[src/rtl/fpu_req_arbiter.sv]
`default_nettype none
// ============================================================================
// Module   : fpu_req_arbiter
// Purpose  : Round-robin sharing of one FPU among NUM_REQ requesters with one
//            epoch-tagged operation in flight, flush support and a watchdog.
// Revision : 1.0
// ============================================================================
module fpu_req_arbiter #(
    parameter int NUM_REQ   = 2,
    parameter int PAYLOAD_W = 256,
    parameter int WIDTH     = 64,
    parameter int TIMEOUT   = 255,
    localparam int IDW      = $clog2(NUM_REQ),
    localparam int TAG_W    = IDW + 2
) (
    input  logic                         clk_i,
    input  logic                         rst_ni,
    input  logic [NUM_REQ-1:0]           req_valid_i,
    output logic [NUM_REQ-1:0]           req_ready_o,
    input  logic [NUM_REQ*PAYLOAD_W-1:0] req_payload_i,
    input  logic [NUM_REQ-1:0]           req_flush_i,
    output logic [NUM_REQ-1:0]           rsp_valid_o,
    input  logic [NUM_REQ-1:0]           rsp_ready_i,
    output logic [WIDTH-1:0]             rsp_result_o,
    output logic [4:0]                   rsp_status_o,
    output logic                         fpu_valid_o,
    input  logic                         fpu_ready_i,
    output logic [PAYLOAD_W-1:0]         fpu_payload_o,
    output logic [TAG_W-1:0]             fpu_tag_o,
    output logic                         fpu_flush_o,
    input  logic                         fpu_out_valid_i,
    output logic                         fpu_out_ready_o,
    input  logic [WIDTH-1:0]             fpu_result_i,
    input  logic [4:0]                   fpu_status_i,
    input  logic [TAG_W-1:0]             fpu_tag_i,
    output logic                         busy_o,
    output logic                         timeout_o
);

    localparam int              WDW        = $clog2(TIMEOUT + 1);
    localparam logic [WDW-1:0]  WD_MAX     = WDW'(TIMEOUT);
    localparam logic [4:0]      ST_TIMEOUT = 5'b10000;

    localparam logic [1:0] S_IDLE  = 2'd0;
    localparam logic [1:0] S_ISSUE = 2'd1;
    localparam logic [1:0] S_WAIT  = 2'd2;
    localparam logic [1:0] S_RESP  = 2'd3;

    logic [1:0]           state_q,   state_d;
    logic [IDW-1:0]       last_q,    last_d;
    logic [IDW-1:0]       owner_q,   owner_d;
    logic [1:0]           epoch_q,   epoch_d;
    logic [PAYLOAD_W-1:0] payload_q, payload_d;
    logic [WDW-1:0]       wdog_q,    wdog_d;
    logic [WIDTH-1:0]     result_q,  result_d;
    logic [4:0]           status_q,  status_d;
    logic                 timeout_q, timeout_d;
    logic                 flush_q,   flush_d;

    logic                 gnt_found;
    logic [IDW-1:0]       gnt_idx;
    logic [IDW:0]         cand;
    logic [NUM_REQ-1:0]   gnt_oh;
    logic [NUM_REQ-1:0]   owner_oh;
    logic [WDW-1:0]       wdog_inc;
    logic                 own_flush;
    logic                 tag_match;

    // Search starts just after the last winner and wraps modulo NUM_REQ.
    always_comb begin
        gnt_found = 1'b0;
        gnt_idx   = '0;
        cand      = '0;
        for (int k = 1; k <= NUM_REQ; k++) begin
            cand = {1'b0, last_q} + (IDW+1)'(k);
            if (cand >= (IDW+1)'(NUM_REQ)) begin
                cand = cand - (IDW+1)'(NUM_REQ);
            end
            if (!gnt_found && req_valid_i[cand[IDW-1:0]]) begin
                gnt_found = 1'b1;
                gnt_idx   = cand[IDW-1:0];
            end
        end
    end

    assign gnt_oh    = {{(NUM_REQ-1){1'b0}}, 1'b1} << gnt_idx;
    assign owner_oh  = {{(NUM_REQ-1){1'b0}}, 1'b1} << owner_q;
    assign wdog_inc  = (wdog_q == WD_MAX) ? wdog_q : wdog_q + WDW'(1);
    assign own_flush = req_flush_i[owner_q];
    assign tag_match = (fpu_tag_i == {epoch_q, owner_q});

    always_comb begin
        state_d   = state_q;
        last_d    = last_q;
        owner_d   = owner_q;
        epoch_d   = epoch_q;
        payload_d = payload_q;
        wdog_d    = wdog_q;
        result_d  = result_q;
        status_d  = status_q;
        timeout_d = timeout_q;
        flush_d   = 1'b0;
        case (state_q)
            S_IDLE: begin
                if (gnt_found) begin
                    payload_d = req_payload_i[int'(gnt_idx)*PAYLOAD_W +: PAYLOAD_W];
                    owner_d   = gnt_idx;
                    last_d    = gnt_idx;
                    epoch_d   = epoch_q + 2'd1;
                    state_d   = S_ISSUE;
                end
            end
            S_ISSUE: begin
                if (own_flush) begin
                    flush_d = 1'b1;
                    state_d = S_IDLE;
                end else if (fpu_ready_i) begin
                    wdog_d  = '0;
                    state_d = S_WAIT;
                end
            end
            S_WAIT: begin
                // Flush beats both a matching result and a watchdog expiry.
                if (own_flush) begin
                    flush_d = 1'b1;
                    state_d = S_IDLE;
                end else if (fpu_out_valid_i && tag_match) begin
                    result_d = fpu_result_i;
                    status_d = fpu_status_i;
                    state_d  = S_RESP;
                end else if (wdog_inc == WD_MAX) begin
                    flush_d   = 1'b1;
                    result_d  = '0;
                    status_d  = ST_TIMEOUT;
                    timeout_d = 1'b1;
                    state_d   = S_RESP;
                end else begin
                    wdog_d = wdog_inc;
                end
            end
            S_RESP: begin
                if (own_flush || rsp_ready_i[owner_q]) begin
                    state_d = S_IDLE;
                end
            end
            default: state_d = S_IDLE;
        endcase
    end

    always_ff @(posedge clk_i or negedge rst_ni) begin
        if (!rst_ni) begin
            state_q   <= S_IDLE;
            last_q    <= IDW'(NUM_REQ - 1);
            owner_q   <= '0;
            epoch_q   <= '0;
            payload_q <= '0;
            wdog_q    <= '0;
            result_q  <= '0;
            status_q  <= '0;
            timeout_q <= 1'b0;
            flush_q   <= 1'b0;
        end else begin
            state_q   <= state_d;
            last_q    <= last_d;
            owner_q   <= owner_d;
            epoch_q   <= epoch_d;
            payload_q <= payload_d;
            wdog_q    <= wdog_d;
            result_q  <= result_d;
            status_q  <= status_d;
            timeout_q <= timeout_d;
            flush_q   <= flush_d;
        end
    end

    assign req_ready_o     = (state_q == S_IDLE && gnt_found) ? gnt_oh : '0;
    assign rsp_valid_o     = (state_q == S_RESP) ? owner_oh : '0;
    assign rsp_result_o    = result_q;
    assign rsp_status_o    = status_q;
    assign fpu_valid_o     = (state_q == S_ISSUE);
    assign fpu_payload_o   = payload_q;
    assign fpu_tag_o       = {epoch_q, owner_q};
    assign fpu_flush_o     = flush_q;
    assign fpu_out_ready_o = 1'b1;
    assign busy_o          = (state_q != S_IDLE);
    assign timeout_o       = timeout_q;

endmodule
`default_nettype wire

[config.mk]
export PLATFORM = sky130hd
export DESIGN_NAME = fpu_req_arbiter
export DESIGN_NICKNAME = d
export VERILOG_FILES = /design/src/rtl/fpu_req_arbiter.sv
export SDC_FILE = /design/constraint.sdc
export NUM_CORES = 1
export LEC_CHECK = 0
export ABC_CLOCK_PERIOD_IN_PS = 7300
export BUFFER_PORTS_ARGS = -buffer_cell sky130_fd_sc_hd__buf_2
export CORE_AREA = 4 4 356 358
export DETAILED_ROUTE_END_ITERATION = 7
export DIE_AREA = 0 0 360 362
export PLACE_DENSITY = 0.33
export SETUP_SLACK_MARGIN = 0.1
export SLEW_MARGIN = 20
export SYNTH_ARGS = -nofsm -noshare
export SYNTH_HDL_FRONTEND = slang
export SYNTH_SLANG_ARGS = --single-unit
[constraint.sdc]
create_clock -name clk_i -period 7.3 [get_ports clk_i]
set_clock_uncertainty 0.15 [all_clocks]
set_input_delay 0.73 -clock clk_i [delete_from_list [all_inputs] [get_ports clk_i]]
set_output_delay 0.73 -clock clk_i [all_outputs]
set_load 0.005 [all_outputs]
==> out/results.txt, run 1 <==
status - finished, violations left
failing checks - DRC
first-pass GRT wire length - 112000 um
Max Cap Viol - 0
Sw Share - 0.372
Via Count - 14300
Port Buffer Count - 929
post-CTS sizing - 0
routability cong. - 0.845
Clock transition at path regs - 0.06 ns
Num CTS Buffers - 46
Total GRT Usage - 0.117
Layout fillers - 13900
Die Y - 362 um
Yosys cell types - 48
vias in the first global route - 14200
Final Max Tran Viols - 0
Clock Tree Buf Depth - 3
WHS Endpoint - rsp_result_o[37]
via-per-instance ratio - 3.84
initial antenna violation count - 58
Leak Pwr - 0.0120 uW
Gate Count Post-Synth - 1143
Async SR Flop Fraction - 1.00
P&R area growth vs syn - 58.7%
cell area after synthesis - 13800 um^2
CP Data Required Time - 6.42 ns
Syn Area/Cell - 12.1 um^2
Mapped Nets - 1742
starting density of the core - 0.112
sequential-to-total area share from yosys stat - 0.618
Net Switching - 3310 uW
Reg2Reg Setup Slack - 4.30 ns
Detailed Place HPWL - 62800 um
max_slew headroom - 0.154
CP arrival - 2.63 ns
layout net count - 2630
die area - 130000 um^2
fmax - 285 MHz
Top-Level Pins - 931
DRT iter0 DRCs - 2002
sequential share of power - 0.373
R2R depth - 8
WHS Path Cells - 2
DRC viols - 5
RSZ-0062 raised after global routing - no
Synth Flop Type - dfrtp_1
core area - 123000 um^2
largest net degree at the start of global routing - 146
#FFs+latches synth - 341
Peak VDD IR - 0.268 mV
commonest cells after routing, fill and taps aside - 928 x buf_2, 340 x dfrtp_1, 263 x inv_1
Internal - 5570 uW
share of cells above drive strength 1 - 0.497
Root Driver - clkbuf_16
setup TNS - 0 ns
FP Rows - 129
final setup violation count - 0
HP Start - fpu_result_i[37]
CTS sink cnt - 341
YS warnings - 0
CP Launch Type - flip-flop
CTS Hold Bufs - 1
Clk pwr share - 0.260
die width - 360 um
worst-margin pin slew - 1.27 ns
drt wl/cell - 22.1 um
combinational share of power - 0.367
post-layout power - 8880 uW
Final Cycle Share - 0.480
CP endpoint kind - output pin
Fin. Hold Viols - 0
drt pass-1 iters - 8
CTS tree - done
Reg2Reg Capture Point - fpu_payload_o[45]
H-tree levels - 2
worst-path maximum fanout - 111
number of synthesized flops with an enable pin - 0
Clk Latency, worst-skew pair - 0.58 ns
grt ovf - 0
Crit Path Class - reg -> out
worst hold path class - in -> reg
DRT antenna net count - 0
r2r startpoint - state_q[0]
Total Wirelength - 82300 um
PD cells - 405 nW/um^2
commonest non-fill, non-tap cell in the layout - buf_2
Critical path origin - state_q[0]
postcts setup bufs - 0
min cycle time layout - 3.51 ns
cell usage after synthesis, types with 2 or more instances:
library cell  instances  share of area
xnor2_1               5         0.0032
a31oi_1               3         0.0014
buf_2                 8         0.0029
or3_1                 4         0.0018
inv_1               263          0.071
buf_4                 2         0.0011
a21o_1                2         0.0011
a21oi_1              12         0.0043
and4_1                2         0.0013
o21ai_1               3         0.0011
a21oi_2               2         0.0013
buf_6                 2         0.0016
dfrtp_1             340           0.62
o21ai_0               3         0.0011
a222oi_1            256           0.19
nor2_1               12         0.0033
nor2b_1               2        0.00091
ha_1                  5         0.0045
mux2i_1               2         0.0014
nand3_1               7         0.0025
nand2_1              14         0.0038
o22ai_1               2        0.00091
o21a_1                2         0.0011
nand4_1               4         0.0018
and3_1                2        0.00091
o211ai_1              2         0.0011
a22o_1               68          0.043
nor3_1                3         0.0011
clkbuf_1             90          0.024
and2_1                3         0.0014
power by group through the flow:
stage,Combinational (uW),Clock [uW],Sequential [uW]
global route,3610,2490,3410
floorplan,1490,0,3270
detailed placement,3330,0,3320
finish,3260,2310,3310
global placement,3330,0,3360
CTS,3340,2430,3310
worst max-delay path by stage:
stage,endpoint,slack (ns),depth (start not counted)
after global routing,req_ready_o[0],3.54,6
after detailed placement,fpu_payload_o[45],4.21,7
after floorplan,rsp_result_o[54],4.95,9
after global placement,fpu_payload_o[73],4.20,7
final,req_ready_o[0],3.79,6
after CTS,req_ready_o[0],3.62,6
per-stage QoR:
| stage | cell area (um^2) | util | std cells | setup slack, ns | hold slack, ns |
|---|---|---|---|---|---|
| 4_1_cts | 21900 | 0.177 | 3700 | 3.62 | 0.128 |
| 6_report | 21900 | 0.178 | 3723 | 3.79 | 0.207 |
| 2_1_floorplan | 13800 | - | 1143 | 4.95 | 0.284 |
| 5_1_grt | 21900 | 0.177 | 3711 | 3.54 | 0.152 |
| 3_5_place_dp | 20300 | 0.165 | 3619 | 4.21 | 0.321 |
| 3_3_place_gp | 20300 | 0.165 | 3619 | 4.20 | 0.320 |
critical path: stages (launching register included):
cell     delay [ns]
dfrtp_1        0.41
inv_1          0.10
ha_1           0.28
nand2_1        0.12
a21oi_4        0.49
buf_12         0.36
buf_2          0.21
kinds of logic after synthesis:
| logic type | synth area share |
|---|---|
| compound gates | 0.249 |
| xor+xnor | 0.00380 |
| fa+ha+maj | 0.00453 |
| buf+inv | 0.102 |
| flops | 0.618 |
| mux | 0.00226 |
| other cells | 0.000271 |
| simple gates | 0.0205 |
state kept, by name, summed over array words and instances, names as in the netlist:
| register | count |
|---|---|
| fpu_payload_o | 256 |
| wdog_q | 8 |
| epoch_q | 2 |
| last_q | 1 |
| rsp_status_o | 5 |
| owner_q | 1 |
| state_q | 2 |
| rsp_result_o | 64 |
| timeout_o | 1 |
| fpu_flush_o | 1 |
layer usage:
metal,vias to the layer above,track usage,part of all wire
met5,-,0,0.0014
met4,18,0.0326,0.025
met3,156,0.0463,0.094
li1,6201,-,-
met2,766,0.192,0.48
met1,7163,0.143,0.40
area by class of cell:
class,instances,area (um^2),share of cell area
sequential,341,8530,0.389
timing repair buffer,942,4850,0.221
multi-input combinational,437,3930,0.179
tap,1637,2050,0.0935
clock buffer,64,1350,0.0617
inverter,263,987,0.0450
clock inverter,16,164,0.00748
antenna,23,57.6,0.00263
(Power assumes the default switching activity.)
==> inputs of run 2 (changes only) <==
--- a/config.mk
+++ b/config.mk
@@ -5,7 +5,7 @@
 export SDC_FILE = /design/constraint.sdc
 export NUM_CORES = 1
 export LEC_CHECK = 0
-export ABC_CLOCK_PERIOD_IN_PS = 7300
+export ABC_CLOCK_PERIOD_IN_PS = 3300
 export BUFFER_PORTS_ARGS = -buffer_cell sky130_fd_sc_hd__buf_2
 export CORE_AREA = 4 4 356 358
 export DETAILED_ROUTE_END_ITERATION = 7
==> constraint.sdc (replaced) <==
create_clock -name clk_i -period 3.3 [get_ports clk_i]
set_clock_uncertainty 0.15 [all_clocks]
set_input_delay 0.33 -clock clk_i [delete_from_list [all_inputs] [get_ports clk_i]]
set_output_delay 0.33 -clock clk_i [all_outputs]
set_load 0.005 [all_outputs]
==> out/results.txt, run 2 (synthesized netlist as in run 1, its figures left out) <==
status - finished, violations left
failing checks - DRC
layout net count - 3239 (+23%)
Clock transition at path regs - 0.06 ns (about the same)
Clk pwr share - 0.225 (-0.035)
Largest register FFs - 256 (unchanged)
RSZ-0062 raised after global routing - no
CP Launch Type - flip-flop
initial antenna violation count - 47 (-19%)
Top-Level Pins - 931 (unchanged)
die area - 130000 um^2 (unchanged)
Clock Tree Buf Depth - 3 (unchanged)
largest net degree at the start of global routing - 84 (-42%)
H-tree levels - 2 (unchanged)
post-layout power - 23000 uW (+160%)
Final Cycle Share - 0.902
Total Wirelength - 87200 um (+5.9%)
drt wl/cell - 20.1 um (-9.1%)
via-per-instance ratio - 3.88 (+0.94%)
CP endpoint kind - flip-flop
DP Worst Slack - 0.583 ns (-3.62 ns)
Final WS setup - 0.325 ns (-3.47 ns)
die width - 360 um (unchanged)
grt ovf - 0 (unchanged)
Net Switching - 7930 uW (+140%)
first-pass GRT wire length - 122000 um (+9.3%)
wl on met1 - 34600 um (+5.2%)
Final Max Tran Viols - 0 (unchanged)
Root Driver - clkbuf_16
Routed met3 length - 7520 um (-2.9%)
Via Count - 16800 (+18%)
DRT iter0 DRCs - 2140 (+6.9%)
Placed Instance Area - 20600 um^2 (+1.4%)
commonest cells after routing, fill and taps aside - 928 x buf_2, 583 x dlygate4sd3_1, 340 x dfrtp_1
routability cong. - 0.835 (-1.2%)
Internal - 15100 uW (+170%)
final std cells w/o fill - 4338 (+17%)
min cycle time layout - 2.98 ns
fmax - 336 MHz
core area - 123000 um^2 (unchanged)
drt pass-1 iters - 8 (unchanged)
CTS tree - done
Detailed Place HPWL - 65200 um (+3.8%)
post-route cell area - 28100 um^2 (+28%)
r2r startpoint - state_q[0]
Reg2Reg Capture Point - fpu_payload_o[51]
capture point of the worst path - fpu_payload_o[51]
Critical path origin - state_q[0]
CP Data Required Time - 3.69 ns (-2.73 ns)
commonest non-fill, non-tap cell in the layout - buf_2
combinational share of power - 0.458 (+0.091)
Max Cap Viol - 0 (unchanged)
worst-path maximum fanout - 71 (-36%)
Fin. Hold Viols - 0 (unchanged)
Reg2Reg Setup Slack - 0.32 ns (-3.98 ns)
DRC viols - 24 (+19)
Clk Latency, worst-skew pair - 0.57 ns (about the same)
Leak Pwr - 0.0144 uW (+20%)
Crit Path Class - reg -> reg
dpl cells - 3645 (+0.72%)
starting density of the core - 0.112 (unchanged)
PD cells - 822 nW/um^2 (+100%)
share of cells above drive strength 1 - 0.392 (-0.105)
CTS sink cnt - 341 (unchanged)
vias in the first global route - 17700 (+24%)
DRT antenna net count - 0 (unchanged)
uppermost layer routed - met5
setup TNS - 0 ns (unchanged)
Peak VDD IR - 0.412 mV (+53%)
final setup violation count - 0 (unchanged)
max_slew headroom - 0.565 (+0.411)
Num CTS Buffers - 47 (+2.2%)
worst-margin pin slew - 0.649 ns (-0.619 ns)
Total GRT Usage - 0.125 (+0.00776)
P&R area growth vs syn - 103%
HP Start - req_flush_i[1]
R2R depth - 9 (+1)
CP arrival - 3.37 ns (+0.74 ns)
worst hold path class - in -> reg
FP Rows - 129 (unchanged)
Sw Share - 0.344 (-0.0284)
postcts setup bufs - 0 (unchanged)
WL met2 - 42100 um (+6.7%)
Port Buffer Count - 929 (unchanged)
Die Y - 362 um (unchanged)
sequential share of power - 0.318 (-0.055)
## run 2: power groups by stage
stage          Sequential (uW)  Combinational, uW  Clock, uW
6_report                  7320              10500       5180
5_1_grt                   7520              11500       5540
4_1_cts                   7300              10600       5410
3_5_place_dp              7310               7580          0
3_3_place_gp              7390               7600          0
2_1_floorplan             7230               3290          0
## run 2: cell type report
class | count | area, um^2
Fill cell | 13600 | 95300
Timing Repair Buffer | 1550 | 11000
Sequential cell | 341 | 8530
Multi-Input combinational cell | 437 | 3930
Tap cell | 1637 | 2050
Clock buffer | 66 | 1320
Inverter | 263 | 987
Clock inverter | 15 | 211
Antenna cell | 29 | 72.6
## run 2: repair_timing
item                                   in CTS  in global routing
hold buffers                              583                  0
endpoints found under the hold margin     388                  0
resized for setup                           0                  0
## run 2: metal layers
layer,global-route usage,vias up
met5,0,-
met4,0.0567,10
met3,0.0404,151
met2,0.203,854
met1,0.151,8388
li1,-,7420
## run 2: worst max-delay path, stage by stage (launching register included)
cell           delay (ns)
dfrtp_1              0.42
inv_1                0.10
ha_1                 0.31
nand2_1              0.13
a21oi_4              0.21
buf_12               0.25
buf_12               0.30
a222oi_1             0.19
dlygate4sd3_1        0.62
inv_1                0.06
## run 2: how the worst min path moves through the flow
stage | slack (ns) | to | cells after the start
after floorplan | -0.12 | epoch_q[0] | 0
after global placement | 0.20 | fpu_payload_o[84] | 1
after detailed placement | 0.21 | fpu_payload_o[84] | 1
after CTS | 0.008 | state_q[0] | 4
after global routing | 0.07 | state_q[0] | 4
final | 0.08 | state_q[0] | 4
## run 2: metrics by stage
step                 util  hold WS [ns]
CTS                 0.227       0.00758
floorplan               -        -0.116
finish              0.227        0.0804
detailed placement  0.167         0.208
global route        0.227        0.0725
global placement    0.167         0.203
